**src/rtl/vga_pkg.sv**
```systemverilog
`default_nettype none
//------------------------------------------------------------------------------
// vga_pkg : shared 640x480 geometry, tile grid and RGB332 layout    Rev 1.0
//------------------------------------------------------------------------------
package vga_pkg;

  localparam int H_VISIBLE = 640;
  localparam int V_VISIBLE = 480;
  localparam int TILE_LOG2 = 5;
  localparam int GRID_COLS = H_VISIBLE >> TILE_LOG2;
  localparam int GRID_ROWS = V_VISIBLE >> TILE_LOG2;
  localparam int COORD_W   = 11;

  localparam int RED_W = 3;
  localparam int GRN_W = 3;
  localparam int BLU_W = 2;
  localparam int RGB_W = RED_W + GRN_W + BLU_W;

  typedef struct packed {
    logic [RED_W-1:0] r;
    logic [GRN_W-1:0] g;
    logic [BLU_W-1:0] b;
  } rgb332_t;

endpackage
`default_nettype wire

```
**src/rtl/vga_sync_delay.sv**
```systemverilog
`default_nettype none
//------------------------------------------------------------------------------
// vga_sync_delay : DEPTH-stage shift line with configurable reset value  Rev 1.0
//------------------------------------------------------------------------------
module vga_sync_delay #(
  parameter int               WIDTH   = 1,
  parameter int               DEPTH   = 2,
  parameter logic [WIDTH-1:0] RST_VAL = '0
) (
  input  logic             clk_i,
  input  logic             rst_ni,
  input  logic [WIDTH-1:0] d_i,
  output logic [WIDTH-1:0] q_o
);

  logic [DEPTH-1:0][WIDTH-1:0] sr_q;

  always_ff @(posedge clk_i or negedge rst_ni) begin
    if (!rst_ni) begin
      sr_q <= {DEPTH{RST_VAL}};
    end else begin
      sr_q[0] <= d_i;
      for (int i = 1; i < DEPTH; i++) begin
        sr_q[i] <= sr_q[i-1];
      end
    end
  end

  assign q_o = sr_q[DEPTH-1];

endmodule
`default_nettype wire

```
**src/rtl/vga_block_renderer.sv**
```systemverilog
`default_nettype none
//------------------------------------------------------------------------------
// vga_block_renderer : one 32x32 tile on a background, 2-cycle pipeline  Rev 1.0
//------------------------------------------------------------------------------
module vga_block_renderer
  import vga_pkg::*;
#(
  parameter logic [RGB_W-1:0] BG_COLOR     = 8'h00,
  parameter bit               BORDER_EN    = 1'b0,
  parameter logic [RGB_W-1:0] BORDER_COLOR = 8'hFF,
  parameter logic             SYNC_IDLE    = 1'b1
) (
  input  logic               pixel_clk,
  input  logic               reset,
  input  logic [COORD_W-1:0] hcount,
  input  logic [COORD_W-1:0] vcount,
  input  logic               blank,
  input  logic               hs_in,
  input  logic               vs_in,
  input  logic [4:0]         xpos,
  input  logic [3:0]         ypos,
  input  logic [RGB_W-1:0]   rgb,
  output logic [RED_W-1:0]   red,
  output logic [GRN_W-1:0]   grn,
  output logic [BLU_W-1:0]   blu,
  output logic               hs_out,
  output logic               vs_out,
  output logic               frame_tick
);

  logic               capture_w;
  logic [4:0]         xs_q, xs_d;
  logic [3:0]         ys_q, ys_d;
  logic [RGB_W-1:0]   cs_q, cs_d;
  logic               capture_q;
  logic               tick_q;

  logic               hit_q, hit_d;
  logic               edge_q, edge_d;
  logic               blank_q;
  logic [RGB_W-1:0]   cs1_q;
  rgb332_t            color_q, color_d;

  // First line of vertical blanking: the whole visible frame has been drawn.
  assign capture_w = (vcount == COORD_W'(V_VISIBLE)) && (hcount == '0);

  always_comb begin
    xs_d = xs_q;
    ys_d = ys_q;
    cs_d = cs_q;
    if (capture_w) begin
      xs_d = xpos;
      ys_d = ypos;
      cs_d = rgb;
    end
  end

  always_comb begin
    hit_d  = !blank
             && (hcount[COORD_W-1:TILE_LOG2] == {1'b0, xs_q})
             && (vcount[COORD_W-1:TILE_LOG2] == {2'b00, ys_q});
    edge_d = (hcount[TILE_LOG2-1:0] == '0) || (hcount[TILE_LOG2-1:0] == '1)
          || (vcount[TILE_LOG2-1:0] == '0) || (vcount[TILE_LOG2-1:0] == '1);
  end

  always_comb begin
    color_d = rgb332_t'(BG_COLOR);
    if (blank_q) begin
      color_d = '0;
    end else if (hit_q && edge_q && BORDER_EN) begin
      color_d = rgb332_t'(BORDER_COLOR);
    end else if (hit_q) begin
      color_d = rgb332_t'(cs1_q);
    end
  end

  always_ff @(posedge pixel_clk or negedge reset) begin
    if (!reset) begin
      xs_q      <= '0;
      ys_q      <= '0;
      cs_q      <= '0;
      capture_q <= 1'b0;
      tick_q    <= 1'b0;
      hit_q     <= 1'b0;
      edge_q    <= 1'b0;
      blank_q   <= 1'b1;
      cs1_q     <= '0;
      color_q   <= '0;
    end else begin
      xs_q      <= xs_d;
      ys_q      <= ys_d;
      cs_q      <= cs_d;
      capture_q <= capture_w;
      tick_q    <= capture_q;
      hit_q     <= hit_d;
      edge_q    <= edge_d;
      blank_q   <= blank;
      cs1_q     <= cs_q;
      color_q   <= color_d;
    end
  end

  vga_sync_delay #(
    .WIDTH   (2),
    .DEPTH   (2),
    .RST_VAL ({SYNC_IDLE, SYNC_IDLE})
  ) u_sync_delay (
    .clk_i  (pixel_clk),
    .rst_ni (reset),
    .d_i    ({hs_in, vs_in}),
    .q_o    ({hs_out, vs_out})
  );

  assign red        = color_q.r;
  assign grn        = color_q.g;
  assign blu        = color_q.b;
  assign frame_tick = tick_q;

endmodule
`default_nettype wire

```
**config.mk**
```make
export PLATFORM = sky130hd
export DESIGN_NAME = vga_block_renderer
export DESIGN_NICKNAME = d
export VERILOG_FILES = /design/src/rtl/vga_pkg.sv /design/src/rtl/vga_sync_delay.sv /design/src/rtl/vga_block_renderer.sv
export SDC_FILE = /design/constraint.sdc
export NUM_CORES = 1
export LEC_CHECK = 0
export CELL_PAD_IN_SITES_DETAIL_PLACEMENT = 0
export CELL_PAD_IN_SITES_GLOBAL_PLACEMENT = 2
export CORE_ASPECT_RATIO = 1.75
export CORE_MARGIN = 3
export CORE_UTILIZATION = 33
export CTS_BUF_LIST = sky130_fd_sc_hd__clkbuf_4 sky130_fd_sc_hd__clkbuf_8
export CTS_CLUSTER_DIAMETER = 200
export DETAILED_ROUTE_END_ITERATION = 12
export PLACE_DENSITY = 0.93
export SYNTH_ARGS = -nofsm -noshare
export SYNTH_HDL_FRONTEND = slang
export SYNTH_SLANG_ARGS = --single-unit
export TNS_END_PERCENT = 1
```
**constraint.sdc**
```tcl
create_clock -name pixel_clk -period 3.5 [get_ports pixel_clk]
set_clock_uncertainty 0.1 [all_clocks]
set_input_delay 0.525 -clock pixel_clk [delete_from_list [all_inputs] [get_ports pixel_clk]]
set_output_delay 0.525 -clock pixel_clk [all_outputs]
set_load 0.02 [all_outputs]
```
==> summary.md <==
| Metric | Value |
|---|---|
| Routed vias/inst | `4.615` |
| Starting DRT DRC Count | `9` |
| Placer Congestion | `0.7159` |
| Mapped Area | `1503 µm²` |
| DR WL/cell | `14.09 µm` |
| Power per Cell Area | `386.2 nW/µm²` |
| Post-DP HPWL | `2238 µm` |
| Post-route ant nets | `0` |
| Worst reg2reg setup slack | `2170 ps` |
| Crit path max fanout | `12` |
| Grt ovf | `0` |
| Die area | `5431 µm²` |
| Post-CTS setup buffer count | `0` |
| Root Buffer | `clkbuf_8` |
| Num CTS Buffers | `5` |
| Share of cells above drive strength 1 | `22.52%` |
| Post-CTS Resized | `0` |
| Reg power frac | `57.1%` |
| Fin. Hold Viols | `0` |
| Slew headroom | `43.38%` |
| Synth Area in Compound Gates | `0%` |
| CTS sink count | `41` |
| Post-synthesis mux area share | `14.99%` |
| Max-slew violation count | `0` |
| Fmax | `385.7 MHz` |
| Power, Total | `0.8394 mW` |
| Period utilization | `74.07%` |
| Worst path required time | `3570 ps` |
| Hold-fix buffers, CTS | `0` |
| CTS tree | `built` |
| Longest Clk Path Bufs | `2` |
| Diodes inserted | `0` |
| Mapped Nets | `133` |
| Clock H-tree levels | `2` |
| Via count | `923` |
| Adder-Cell Fraction of Synth Area | `0%` |
| Num rows | `31` |
| GRT Util Overall | `11.87%` |
| Skew-Pair Late Insertion Delay | `280 ps` |
| DRC errors left | `0` |
| Sw Ratio | `20.92%` |
| Vias in the first global route | `1030` |
| Antenna violations before repair | `0` |
| Fillers | `399` |
| Util after Layout | `50.94%` |
| Die span in x | `57.01 µm` |
| RSZ-0062 raised after global routing | `no` |
| Max-cap violations | `0` |
| Avg Cell Area, Syn | `16.88 µm²` |
| Part of the power in combinational logic | `8.5%` |
| Crit path DAT | `2660 ps` |
| Startpoint types | `primary input` |
| Tmin final | `2592 ps` |
| Worst hold margin | `235.1 ps` |
| Pleak | `0.9931 nW` |
| IO Pins | `55` |
| Pre-antenna DRT Iters | `2` |
| Seq/Total Area, Yosys | `68.69%` |
| Synth Instances | `89` |
| Worst vdd ir | `268.8 µV` |
| Xor/xnor share of the synthesized area | `5.246%` |
| P_int | `0.6638 mW` |
| Clock power frac | `34.4%` |
| Layout area overhead | `44.63%` |
| WL final | `2817 µm` |
| First-pass GRT wire length | `4650 µm` |
| Synth warnings | `0` |
| Setup_tns | `0 ps` |
| Placed insts | `192` |
| Pin count of the biggest net entering global routing | `42` |
| Netlist cell types | `17` |
| Outcome | `finished clean` |
| Worst Tran Pin Value | `849.3 ps` |
| Nets | `194` |
| Starting Density | `35.22%` |
| Worst R2R Start | `ys_q[3]` |
| # setup viols final | `0` |
| Worst hold path type | `in -> async` |
| Synth Area in Simple Gates | `9.742%` |
| Core area | `4267 µm²` |
| Chip Height | `95.27 µm` |
| Switch Pwr | `0.1756 mW` |
| Non-filler instance count after layout | `200` |
| Critical path capture point type | `flop` |
| Reg2Reg Depth | `4` |
| Port Buffers | `54` |
| Main combinational cell family by area after synthesis | `multiplexers` |
| Clock transition at path regs | `70 ps` |
| R2r endpoint | `hit_q` |
| Crit path kind | `in -> reg` |
| Seq cells post-synth | `41` |
[worst max-delay path: stages]
cell and delay (ps):
clkdlybuf4s50_1 440, nor4b_1 320, nand4_1 230, nor3_4 490, buf_4 300, mux2_2 350
[stage by stage]
stage	instance area, µm²	worst slack [ps]
after floorplan	1503	1356
after global placement	2087	626.6
after detailed placement	2087	589.0
after CTS	2173	888.4
after global routing	2173	763.4
final	2173	907.6
[kinds of logic after synthesis]
kind of cell / count (synthesis)
simple gates: 21
mux: 17
flops: 41
buf+inv: 1
xor+xnor: 9
[power groups by stage]
stage	Sequential (mW)	Combinational (mW)	Clock, mW
floorplan	0.490	0.00695	0
global placement	0.488	0.0715	0
detailed placement	0.489	0.0728	0
CTS	0.479	0.0730	0.302
global route	0.480	0.0772	0.322
finish	0.479	0.0713	0.289
[layer usage]
metal  track usage, %  up-vias  share of wire (%)
met3            4.201        4                7.6
met5                0        -                  0
met2            21.18       41                 56
met1            11.52      447                 34
li1                 -      431                  -
met4            6.963        0                2.3
[cell type report]
type | count | area, µm² | area share (%)
Sequential cell | 41 | 1032 | 47.50
Timing Repair Buffer | 55 | 543.0 | 24.99
Multi-Input combinational cell | 47 | 450.4 | 20.73
Clock buffer | 5 | 68.82 | 3.166
Tap cell | 49 | 61.31 | 2.821
Clock inverter | 3 | 17.52 | 0.8060
[registers in the layout, indices dropped and copies added (netlist names)]
signal,cells
u_sync_delay.q_o,2
blank_q,1
cs_q,8
hit_q,1
frame_tick,1
cs1_q,8
blu,2
grn,3
u_sync_delay.sr_q,2
red,3
ys_q,4
capture_q,1
xs_q,5
[cell usage in the layout (no fill, tap or decap)]
master / n
and2_1: 8
nand4_1: 2
nor4b_1: 1
or4_4: 1
nor3_4: 1
mux2_4: 9
mux2_2: 8
buf_2: 1
nor3_1: 3
buf_4: 1
clkdlybuf4s50_1: 53
nor4_1: 2
nand4b_1: 1
dfstp_2: 5
clkinv_2: 2
dfrtp_1: 36
xor2_1: 4
xnor2_1: 5
nor2b_1: 1
clkinvlp_4: 1
nand3_1: 1
clkbuf_8: 5
[how the worst max path moves through the flow]
stage / startpoint / endpoint / slack [ps] / cells after the start
final: hcount[5] / cs_q[2] / 910 / 6
after global routing: hcount[5] / cs_q[7] / 760 / 6
after CTS: hcount[5] / cs_q[7] / 890 / 6
after detailed placement: hcount[5] / cs_q[7] / 590 / 6
after global placement: hcount[5] / cs_q[4] / 630 / 6
after floorplan: hcount[6] / cs_q[5] / 1360 / 4
[cell usage after synthesis]
cell type / n / share of area, %
and2_1: 8 / 3.3
buf_12: 1 / 1.3
dfrtp_1: 36 / 60
dfstp_2: 5 / 8.7
mux2_2: 8 / 6.0
mux2_4: 9 / 9.0
nand3_1: 1 / 0.33
nand4_1: 2 / 0.83
nand4b_1: 1 / 0.58
nor2b_1: 1 / 0.42
nor3_1: 3 / 1.0
nor3_4: 1 / 1.1
nor4_1: 2 / 0.83
nor4b_1: 1 / 0.58
or4_4: 1 / 0.75
xnor2_1: 5 / 2.9
xor2_1: 4 / 2.3
(Power assumes the default switching activity.)
